[config.mk]
export PLATFORM = sky130hd
export DESIGN_NAME = serial_word_collector
export DESIGN_NICKNAME = d
export VERILOG_FILES = /design/src/rtl/serial_word_collector.sv
export SDC_FILE = /design/constraint.sdc
export NUM_CORES = 1
export LEC_CHECK = 0
export ABC_AREA = 1
export CORE_MARGIN = 2
export CORE_UTILIZATION = 33
export CTS_CLUSTER_SIZE = 40
export DETAILED_ROUTE_END_ITERATION = 10
export GPL_TIMING_DRIVEN = 1
export SLEW_MARGIN = 0
export SYNTH_ARGS = -nofsm -noshare
export SYNTH_HDL_FRONTEND = slang
export SYNTH_SLANG_ARGS = --single-unit
[constraint.sdc]
create_clock -name clk -period 1.8 [get_ports clk]
set_input_delay 0.54 -clock clk [delete_from_list [all_inputs] [get_ports clk]]
set_output_delay 0.54 -clock clk [all_outputs]
set_load 0.02 [all_outputs]
[src/rtl/serial_word_collector.sv]
// Reassembles an LSB-first serial bit stream into WIDTH-bit words and presents
// each word on a one-entry valid/ready buffer with overrun and framing-error pulses.
module serial_word_collector #(
  parameter int WIDTH = 8,
  parameter int CNT_W = $clog2(WIDTH)
) (
  input  logic             clk,
  input  logic             areset_n,
  input  logic             bit_vld,
  input  logic             bit_in,
  input  logic             frame_start,
  output logic [WIDTH-1:0] word_data,
  output logic             word_vld,
  input  logic             word_rdy,
  output logic             overrun,
  output logic             frame_err,
  output logic             busy
);

  typedef enum logic [0:0] {
    IDLE  = 1'b0,
    SHIFT = 1'b1
  } state_t;

  localparam logic [CNT_W-1:0] LAST_IDX = CNT_W'(WIDTH - 1);
  localparam logic [CNT_W-1:0] ONE_CNT  = CNT_W'(1);

  state_t           state_r;
  logic [CNT_W-1:0] cnt_r;
  logic [WIDTH-1:0] shift_r;
  logic [WIDTH-1:0] word_data_r;
  logic             word_vld_r;
  logic             overrun_r;
  logic             frame_err_r;
  logic             busy_r;

  logic             complete_s;
  logic [WIDTH-1:0] full_word_s;
  logic [WIDTH-1:0] first_bit_s;

  // Completion detect and the finished word including the bit being sampled now.
  always_comb begin
    complete_s  = 1'b0;
    full_word_s = shift_r;
    first_bit_s = {{(WIDTH-1){1'b0}}, bit_in};
    if ((state_r == SHIFT) && bit_vld && !frame_start && (cnt_r == LAST_IDX)) begin
      complete_s = 1'b1;
    end else begin
      complete_s = 1'b0;
    end
    full_word_s[WIDTH-1] = bit_in;
  end

  // Frame FSM, shift register and output buffer, all registered.
  always_ff @(posedge clk or negedge areset_n) begin
    if (!areset_n) begin
      state_r     <= IDLE;
      cnt_r       <= '0;
      shift_r     <= '0;
      word_data_r <= '0;
      word_vld_r  <= 1'b0;
      overrun_r   <= 1'b0;
      frame_err_r <= 1'b0;
      busy_r      <= 1'b0;
    end else begin
      overrun_r   <= 1'b0;
      frame_err_r <= 1'b0;

      // A full buffer being popped on the completion edge takes the new word with no bubble.
      if (complete_s) begin
        if (!word_vld_r || word_rdy) begin
          word_data_r <= full_word_s;
          word_vld_r  <= 1'b1;
        end else begin
          overrun_r   <= 1'b1;
        end
      end else if (word_vld_r && word_rdy) begin
        word_vld_r <= 1'b0;
      end

      case (state_r)
        IDLE: begin
          if (bit_vld && frame_start) begin
            shift_r <= first_bit_s;
            cnt_r   <= ONE_CNT;
            state_r <= SHIFT;
            busy_r  <= 1'b1;
          end
        end
        SHIFT: begin
          if (bit_vld) begin
            if (frame_start) begin
              frame_err_r <= 1'b1;
              shift_r     <= first_bit_s;
              cnt_r       <= ONE_CNT;
            end else if (cnt_r == LAST_IDX) begin
              shift_r <= '0;
              cnt_r   <= '0;
              state_r <= IDLE;
              busy_r  <= 1'b0;
            end else begin
              shift_r[cnt_r] <= bit_in;
              cnt_r          <= cnt_r + ONE_CNT;
            end
          end
        end
        default: begin
          state_r <= IDLE;
          cnt_r   <= '0;
          shift_r <= '0;
          busy_r  <= 1'b0;
        end
      endcase
    end
  end

  assign word_data = word_data_r;
  assign word_vld  = word_vld_r;
  assign overrun   = overrun_r;
  assign frame_err = frame_err_r;
  assign busy      = busy_r;

endmodule
Word-level counts from Yosys, hierarchy flattened

Index checks and enable logic that the tools add are counted.

Output and inout bits: 12
ROM bits: 0
Register bits after elaboration: 24
Latch bits: 0
Bits in writable memories: 0
Input port bits: 6
Memories kept: 0

Bitwise gates (word level): 1
Multiplexer cells: 32
$lt $le $gt $ge: 2
Multiply operators: 0
Reduce and logical (&&, ||, !) cells: 14
Div/mod/pow operators: 0
Equality and inequality tests: 6
Shifts and indexed selects: 0
$add $sub $neg: 1

Operators by type and width:

| kind                | count |
|---|---|
| $mux 8              | 4 |
| $mux 1              | 18 |
| $pmux 8 s2          | 1 |
| $mux 3              | 4 |
| $bwmux 8            | 1 |
| $logic_and 1x1->1   | 6 |
| $ne 2x2->1 const B  | 3 |
| $pmux 3 s2          | 1 |
| $reduce_and 2->1    | 3 |
| $lt 3x4->1 const B  | 1 |
| $ne 2x1->1 const B  | 2 |
| $pmux 1 s2          | 2 |
| $reduce_and 4->1    | 1 |
| $add 3x1->3 const B | 1 |
| $demux 1 s3         | 1 |
| $eq 3x3->1 const B  | 1 |
| $ge 3x1->1 const B  | 1 |
| $logic_not 1->1     | 2 |
| $reduce_bool 2->1   | 1 |
| $logic_or 1x1->1    | 1 |
| $not 1->1           | 1 |

Depth between registers and ports, before layout

Gate-level depths: netlist of run 1.

Depth in word-level cells: 9
Depth in mapped cells: 8
Depth with buffers taken out: 8

Worst setup path before layout of run 1

OpenSTA, ideal clock, no wires.

Path kind: flip-flop to flip-flop
Start: reg cnt_r[0]
End: reg word_data_r[0] (netlist: word_data[0])
Data arrival time: 1.395 ns
Cell stages (with the launch flop): 8
Buffers on the path: 0
Clock period less this slack: 1.512 ns
Slack: 0.288 ns
Path through: dfrtp_1 > ha_1 > ha_1 > inv_1 > nor3_4 > nand2_4 > nand2_1 > nand2_1

Cells in the longest elaborated chain, start to end: 4

Ends and longest elaborated chain:

| item                              | RTL line | RTL |
|---|---|---|
| start: declaration                | 29       | `logic [CNT_W-1:0] cnt_r;` |
| start signal: assignment          | 103      | `cnt_r <= cnt_r + ONE_CNT;` |
| $eq 3x3->1                        | 46       | `if ((state_r == SHIFT) && bit_vld && !frame_start && (cnt_r == LAST_IDX)) begin` |
| $logic_and 1x1->1                 | 46       |  |
| $mux 1                            | 46       |  |
| $reduce_and 2->1 (no source line) | n/a      |  |
| end signal: assignment            | 72       | `word_data_r <= full_word_s;` |
| end: declaration                  | 31       | `logic [WIDTH-1:0] word_data_r;` |

Every way passes these cells.
A chain may end at the register's enable or synchronous reset.

Worst setup path in the final report of run 1

Start: reg cnt_r[1]
End: reg shift_r[6]

Cells in the longest elaborated chain, start to end: 9
Elaborated cells on any way between the ends: 11
Classes of those cells: order compare: 2; eq/ne: 1; mux: 7; reduce/logical: 1

Ends and longest elaborated chain:

| item                                                                  | RTL line | RTL |
|---|---|---|
| $lt 3x4->1 (implied by the code) / $ge 3x1->1 (equally long branches) | 102      | `shift_r[cnt_r] <= bit_in;` |
| $logic_and 1x1->1 (implied by the code)                               | 102      |  |
| $mux 1 (implied by the code)                                          | 102      |  |
| $demux 1 s3                                                           | 102      |  |
| $bwmux 8                                                              | 102      |  |
| $mux 8 *                                                              | 96       | `end else if (cnt_r == LAST_IDX) begin` |
| $mux 8 *                                                              | 92       | `if (frame_start) begin` |
| $mux 8 *                                                              | 91       | `if (bit_vld) begin` |
| $pmux 8 s2 *                                                          | 81       | `case (state_r)` |
| end signal: assignment                                                | 84       | `shift_r <= first_bit_s;` |
| end signal: assignment                                                | 94       | `shift_r <= first_bit_s;` |
| end signal: indexed assignment                                        | 102      |  |
| end: declaration                                                      | 30       | `logic [WIDTH-1:0] shift_r;` |

Every way passes the cells marked *; elsewhere a longest branch is shown, timed or not. The select of a mux whose other input is x is not followed.

==> load_flow_metrics.sql, run 1 <==
INSERT INTO impl_metrics (metric_group, metric, value, unit) VALUES
('die', 'start_util', '33.9', '%'),
('timing', 'worst_slew_margin_rel', '80.5', '%'),
('placement', 'detailedPlacementHpwl', '1510', 'um'),
('timing', 'worst_pin_slew', '0.291', 'ns'),
('drt', 'avgViaCountPerCell', '4.85', ''),
('finish', 'n_antenna_cell', '0', ''),
('die', 'die-width', '59.6', 'um'),
('drt', 'vias', '853', ''),
('timing', 'clock-skew-final', '0.00245', 'ns'),
('logic_synthesis', 'synth_seq_area_share', '56.5', '%'),
('power', 'report.power.total', '0.00121', 'W'),
('critical_path', 'worst_ep_required_time', '2.03', 'ns'),
('timing', 'timing_hold_violations_final', '0', ''),
('grt', 'groute.layer.met3.usage', '1.97', '%'),
('logic_synthesis', 'synth_area_per_cell', '9.01', 'um^2'),
('finish', 'finalNetCount', '153', ''),
('cts', 'worst_skew_pair_later_pin_latency', '0.30', 'ns'),
('power', 'power.leakage', '0.743', 'nW'),
('grt', 'antenna_found_initial', '0', ''),
('cts', 'level_count_of_the_clock_h_tree', '1', ''),
('drt', 'finalWirelength', '1950', 'um'),
('die', 'floorplan.die.height', '59.6', 'um'),
('grt', 'vias_in_the_first_global_route', '764', ''),
('cts', 'clk_transition_reported_paths', '0.12', 'ns'),
('grt', 'largest_net_degree_at_the_start_of_global_routing', '24', ''),
('cts', 'postCtsSetupBuffers', '0', ''),
('grt', 'grt_util_all_layers', '12.4', '%'),
('drt', 'drt_iter0_drc', '35', ''),
('logic_synthesis', 'synthesis.instances', '113', ''),
('critical_path', 'timing.critical_path.to_type', 'register', ''),
('drt', 'route.antenna.remaining_nets', '0', ''),
('logic_synthesis', 'ys.warnings.count', '0', ''),
('hold_path', 'hold_path.class', 'reg -> reg', ''),
('timing', 'final_period_minus_worst_setup_slack', '1.58', 'ns'),
('cts', 'cts_tree', 'built', ''),
('critical_path', 'setup.worst_path.class', 'reg -> reg', ''),
('finish', 'layout.cells.most_common', 'nand2_1', ''),
('timing', 'final_max_slew_viol_count', '0', ''),
('drt', 'routedWlPerCell', '11.1', 'um'),
('logic_synthesis', 'synth_seq_cells', '23', ''),
('cts', 'numCtsBuffers', '3', ''),
('logic_synthesis', 'synth_unique_cells', '15', ''),
('timing', 'rsz_0062_raised_after_global_routing', 'no', ''),
('grt', 'global_route.usage.met2', '21.2', '%'),
('logic_synthesis', 'syn-num-nets', '122', ''),
('placement', 'dpl_worst_slack', '-0.0316', 'ns'),
('cts', 'cts_hold_repair.buffers', '0', ''),
('critical_path', 'cp_data_arrival_time', '1.80', 'ns'),
('cts', 'root_buffer', 'clkbuf_4', ''),
('finish', 'fillers', '306', ''),
('power', 'p_per_area', '919', 'nW/um^2'),
('die', 'fp.dieArea', '3550', 'um^2'),
('drt', 'initial_drt_pass_iterations', '5', ''),
('timing', 'post-route-worst-setup-slack', '0.224', 'ns'),
('logic_synthesis', 'mappedNetlistArea', '1020', 'um^2'),
('finish', 'mostFrequentLayoutCells', '29 x nand2_1, 26 x nand3_1, 23 x dfrtp_1', ''),
('cts', 'clock_path_buffers', '2', ''),
('die', 'rows', '20', ''),
('drt', 'drc', '0', ''),
('die', 'placeableCoreArea', '3000', 'um^2'),
('run_status', 'outcome', 'completed', ''),
('finish', 'sequential_cell_area', '576', 'um^2'),
('power', 'ir_worst_vdd', '246', 'uV'),
('critical_path', 'maximum_fanout_along_the_worst_path', '6', ''),
('finish', 'layout_cells_sized_above_1', '11.9', '%'),
('grt', 'globalRoute.totalOverflow', '0', ''),
('critical_path', 'timing.critical_path.from_type', 'register', ''),
('grt', 'global_route_wire_length_before_repair', '3330', 'um'),
('flow_run', 'max-cap-violations', '0', ''),
('timing', 'setup-violations-final', '0', ''),
('timing', 'fin_crit_share', '87.6', '%'),
('cts', 'clkSinkCount', '23', ''),
('placement', 'port_buffers', '17', ''),
('timing', 'fmax', '634', 'MHz'),
('timing', 'holdWs', '0.476', 'ns'),
('die', 'ios', '18', ''),
('finish', 'area_of_the_multi_input_gates', '409', 'um^2'),
('grt', 'groute.layer.met1.usage', '15.4', '%'),
('placement', 'cell_area_placed', '1300', 'um^2'),
('finish', 'final_design_area_no_fill', '1320', 'um^2'),
('finish', 'syn_to_final_growth', '29.6', '%'),
('grt', 'top_usage_layer', 'met2', ''),
('placement', 'place_congestion', '0.803', '');
==> path summary, 6_finish.rpt <==
path                       slack (ns)                  endpoint                startpoint  cells after the start
max                              0.22    shift_r[6]$_DFFE_PN0P_      cnt_r[1]$_DFFE_PN0P_                      5
min                              0.48  word_data[7]$_DFFE_PN0P_  word_data[7]$_DFFE_PN0P_                      2
max reg2reg                      0.22    shift_r[6]$_DFFE_PN0P_      cnt_r[1]$_DFFE_PN0P_                      5
min reg2reg                      0.48  word_data[7]$_DFFE_PN0P_  word_data[7]$_DFFE_PN0P_                      2
max in group asynchronous        1.01    shift_r[5]$_DFFE_PN0P_                  areset_n                      2
min in group asynchronous        0.57  word_data[7]$_DFFE_PN0P_                  areset_n                      2
==> report_power, final <==
part / switching, W / internal [W] / leakage (nW)
logic: 0.000197 / 0.000136 / 0.424
clock network: 0.000146 / 0.0000863 / 0.0150
registers: 0.0000547 / 0.000592 / 0.304
total: 0.000398 / 0.000815 / 0.743
==> final cells by class <==
class | instances | share of cell area (%)
clock buffers | 4 | 1.99
inverters | 8 | 2.27
multi-input cells | 81 | 31.0
flip-flops and latches | 23 | 43.6
well taps | 33 | 3.13
repair buffers | 27 | 18.0
==> worst max-delay path: stages (launching register included) <==
cell	delay (ns)
dfrtp_1	0.44
ha_1	0.22
ha_1	0.22
nor3_1	0.25
nand2_1	0.17
o21ai_0	0.20
==> timing repair <==
action	CTS	global route
endpoints found under the setup margin	10	2
gates cloned	0	0
resized for setup	10	2
==> cell families after synthesis <==
logic type	count (synthesis)	share of synthesized area (%)
compound gates	10	5.04
flops	23	56.5
simple gates	68	31.4
buf+inv	9	3.32
fa+ha+maj	3	3.69
==> Yosys cell counts (all sizes together) <==
cell type | instances | share of area (%)
nand3 | 26 | 13
inv | 8 | 2.9
nand2 | 32 | 13
dfrtp | 23 | 57
nor2 | 6 | 2.2
clkbuf | 1 | 0.37
ha | 3 | 3.7
o22ai | 1 | 0.61
nor3 | 2 | 2.1
o21ai | 9 | 4.4
nand3b | 1 | 0.74
nor4 | 1 | 0.61
==> flip-flops by register name (all words and copies together) (netlist names) <==
| name | cells |
|---|---|
| word_vld | 1 |
| shift_r | 7 |
| state_r | 1 |
| overrun | 1 |
| cnt_r | 3 |
| word_data | 8 |
| frame_err | 1 |
| busy | 1 |
==> stage by stage <==
stage / util (%) / setup TNS (ns) / cells
global placement: 43.3 / -0.0124 / 172
CTS: 43.8 / 0 / 176
finish: 44.0 / 0 / 176
floorplan: - / 0 / 113
global route: 44.0 / 0 / 176
detailed placement: 43.3 / -0.212 / 172
==> per-layer routing <==
metal  routed length, um  up-vias
li1                    -      439
met2                 935       19
met3                  70        2
met4                  31        0
met1                 909      393
met5                   0        -
Power figures use the tool's default switching activity.
==> run 2, diff against run 1 <==
--- a/config.mk
+++ b/config.mk
@@ -8,7 +8,7 @@
 export ABC_AREA = 1
 export CORE_MARGIN = 2
 export CORE_UTILIZATION = 33
-export CTS_CLUSTER_SIZE = 40
+export CTS_CLUSTER_SIZE = 16
 export DETAILED_ROUTE_END_ITERATION = 10
 export GPL_TIMING_DRIVEN = 1
 export SLEW_MARGIN = 0
==> results of run 2 <==
The final DEF is identical to that of run 1; final timing and power are the same.
==> run 3, diff against run 2 <==
--- a/config.mk
+++ b/config.mk
@@ -7,7 +7,7 @@
 export LEC_CHECK = 0
 export ABC_AREA = 1
 export CORE_MARGIN = 2
-export CORE_UTILIZATION = 33
+export CORE_UTILIZATION = 25
 export CTS_CLUSTER_SIZE = 16
 export DETAILED_ROUTE_END_ITERATION = 10
 export GPL_TIMING_DRIVEN = 1
==> load_flow_metrics.sql, run 3 (synthesis gave the netlist of run 1 again) <==
INSERT INTO impl_metrics (metric_group, metric, value, unit) VALUES
('run_status', 'outcome', 'completed', ''),
('finish', 'finalNetCount', '152', ''),
('die', 'die-width', '67.8', 'um'),
('critical_path', 'reg2reg_from', 'cnt_r[0]$_DFFE_PN0P_', ''),
('timing', 'worst_slew_margin_rel', '81.1', '%'),
('critical_path', 'critPathCapture', 'word_data[7]', ''),
('finish', 'layout_cells_sized_above_1', '12.7', '%'),
('timing', 'final.setup.tns', '0', 'ns'),
('cts', 'clock_path_buffers', '2', ''),
('die', 'ios', '18', ''),
('timing', 'setup-violations-final', '0', ''),
('finish', 'layout.cells.most_common', 'nand2_1', ''),
('cts', 'level_count_of_the_clock_h_tree', '1', ''),
('drt', 'vias', '872', ''),
('die', 'placeableCoreArea', '3970', 'um^2'),
('critical_path', 'worst_ep_required_time', '1.26', 'ns'),
('timing', 'final_max_slew_viol_count', '0', ''),
('die', 'rows', '23', ''),
('critical_path', 'slowest_stage', 'clkdlybuf4s50_1', ''),
('grt', 'global_route_wire_length_before_repair', '3490', 'um'),
('drt', 'initial_drt_pass_iterations', '4', ''),
('critical_path', 'max_stage_delay', '0.60', 'ns'),
('finish', 'n_antenna_cell', '0', ''),
('timing', 'fmax', '568', 'MHz'),
('cts', 'cts_hold_repair.buffers', '0', ''),
('grt', 'vias_in_the_first_global_route', '805', ''),
('critical_path', 'setup.worst_path.class', 'reg -> out', ''),
('grt', 'antenna_found_initial', '0', ''),
('cts', 'cts_tree', 'built', ''),
('critical_path', 'maximum_fanout_along_the_worst_path', '2', ''),
('power', 'swShare', '32.2', '%'),
('critical_path', 'ff2ff_path_depth', '7', ''),
('critical_path', 'ff2ff_setup_slack', '0.16', 'ns'),
('timing', 'holdWs', '0.476', 'ns'),
('die', 'fp.dieArea', '4600', 'um^2'),
('placement', 'placedCellCount', '188', ''),
('cts', 'clk_transition_reported_paths', '0.08', 'ns'),
('power', 'power_report.internal_total', '0.000881', 'W'),
('finish', 'largest_register_ffs', '8', ''),
('critical_path', 'cp_data_arrival_time', '1.22', 'ns'),
('critical_path', 'startpoint', 'word_data[7]$_DFFE_PN0P_', ''),
('power', 'ir_worst_vdd', '308', 'uV'),
('critical_path', 'rr_endpoint', 'word_data[4]$_DFFE_PN0P_', ''),
('power', 'combPwrFrac', '24.6', '%'),
('timing', 'fin_crit_share', '97.9', '%'),
('cts', 'post_cts.resized_instances', '0', ''),
('grt', 'grt_util_all_layers', '9.89', '%'),
('finish', 'syn_to_final_growth', '35.6', '%'),
('timing', 'clock-skew-final', '0.00186', 'ns'),
('placement', 'port_buffers', '17', ''),
('flow_run', 'max-cap-violations', '0', ''),
('die', 'start_util', '25.6', '%'),
('power', 'power.clock.fraction', '24.6', '%'),
('cts', 'worst_skew_pair_later_pin_latency', '0.26', 'ns'),
('power', 'p_per_area', '941', 'nW/um^2'),
('critical_path', 'timing.critical_path.max_delay_family', 'buffers and inverters', ''),
('cts', 'clkSinkCount', '23', ''),
('critical_path', 'crit_buf_inv', '1', ''),
('finish', 'mostFrequentLayoutCells', '29 x nand2_1, 26 x nand3_1, 23 x dfrtp_1', ''),
('die', 'floorplan.die.height', '67.8', 'um'),
('drt', 'routedWlPerCell', '11.1', 'um'),
('grt', 'globalRoute.totalOverflow', '0', ''),
('drt', 'drc', '0', ''),
('power', 'power.leakage', '0.769', 'nW'),
('placement', 'detailedPlacementHpwl', '1600', 'um'),
('critical_path', 'cp_cell_sequence', 'clkdlybuf4s50_1', ''),
('drt', 'route.antenna.remaining_nets', '0', ''),
('power', 'seq_power_share', '50.8', '%'),
('drt', 'drt_iter0_drc', '70', ''),
('cts', 'postCtsSetupBuffers', '0', ''),
('timing', 'rsz_0062_raised_after_global_routing', 'no', ''),
('hold_path', 'hold_path.class', 'reg -> reg', ''),
('timing', 'worst_pin_slew', '0.280', 'ns'),
('cts', 'numCtsBuffers', '3', ''),
('critical_path', 'timing.critical_path.from_type', 'register', ''),
('grt', 'largest_net_degree_at_the_start_of_global_routing', '24', ''),
('finish', 'fillers', '410', ''),
('power', 'report.power.total', '0.00130', 'W'),
('critical_path', 'cp.depth', '1', ''),
('drt', 'finalWirelength', '2140', 'um'),
('cts', 'root_buffer', 'clkbuf_8', ''),
('timing', 'timing_hold_violations_final', '0', ''),
('placement', 'place_congestion', '0.810', ''),
('finish', 'fin_cells', '192', ''),
('power', 'switchingPower', '0.000419', 'W'),
('drt', 'avgViaCountPerCell', '4.54', ''),
('timing', 'final_period_minus_worst_setup_slack', '1.76', 'ns'),
('critical_path', 'timing.critical_path.to_type', 'output pin', '');
==> run 3: how the worst min path moves through the flow <==
| stage | from | endpoint | slack [ns] | cells after the start |
|---|---|---|---|---|
| finish | word_data[2]$_DFFE_PN0P_ | word_data[2]$_DFFE_PN0P_ | 0.48 | 2 |
| floorplan | areset_n | busy$_DFFE_PN0P_ | 0.24 | 0 |
| global placement | word_data[1]$_DFFE_PN0P_ | word_data[1]$_DFFE_PN0P_ | 0.46 | 2 |
| global route | word_data[6]$_DFFE_PN0P_ | word_data[6]$_DFFE_PN0P_ | 0.51 | 2 |
| detailed placement | word_data[1]$_DFFE_PN0P_ | word_data[1]$_DFFE_PN0P_ | 0.46 | 2 |
| CTS | word_data[1]$_DFFE_PN0P_ | word_data[1]$_DFFE_PN0P_ | 0.48 | 2 |
==> run 3: per-stage QoR <==
step	instance area (um^2)	worst slack (ns)	util, %
after detailed placement	1320	-0.0668	33.1
final	1380	0.0381	34.8
after CTS	1360	0.00809	34.3
after global placement	1320	-0.0681	33.1
after global routing	1380	0.00333	34.8
after floorplan	1020	0.288	-
==> run 3: cell type report <==
type                       count  area, um^2  share of cell area (%)
clock inverter                 1        5.00                   0.362
tap                           50        62.6                    4.53
multi-input combinational     81         414                    30.0
clock buffer                   3        41.3                    2.99
sequential                    23         576                    41.7
timing repair buffer          26         253                    18.3
inverter                       8        30.0                    2.17
==> run 3: power groups by stage <==
| stage | Clock (W) | Combinational, W | Sequential [W] |
|---|---|---|---|
| 2_1_floorplan | 0 | 0.000171 | 0.000683 |
| 3_3_place_gp | 0 | 0.000319 | 0.000668 |
| 3_5_place_dp | 0 | 0.000323 | 0.000669 |
| 4_1_cts | 0.000328 | 0.000325 | 0.000660 |
| 5_1_grt | 0.000355 | 0.000363 | 0.000673 |
| 6_report | 0.000320 | 0.000319 | 0.000660 |
==> run 3: per-layer routing <==
metal	track usage [%]	vias up	wire (um)
met1	12.3	423	994
met4	4.50	0	0
met3	0.493	0	62
met2	17.6	15	1080
met5	0	-	0
li1	-	434	-
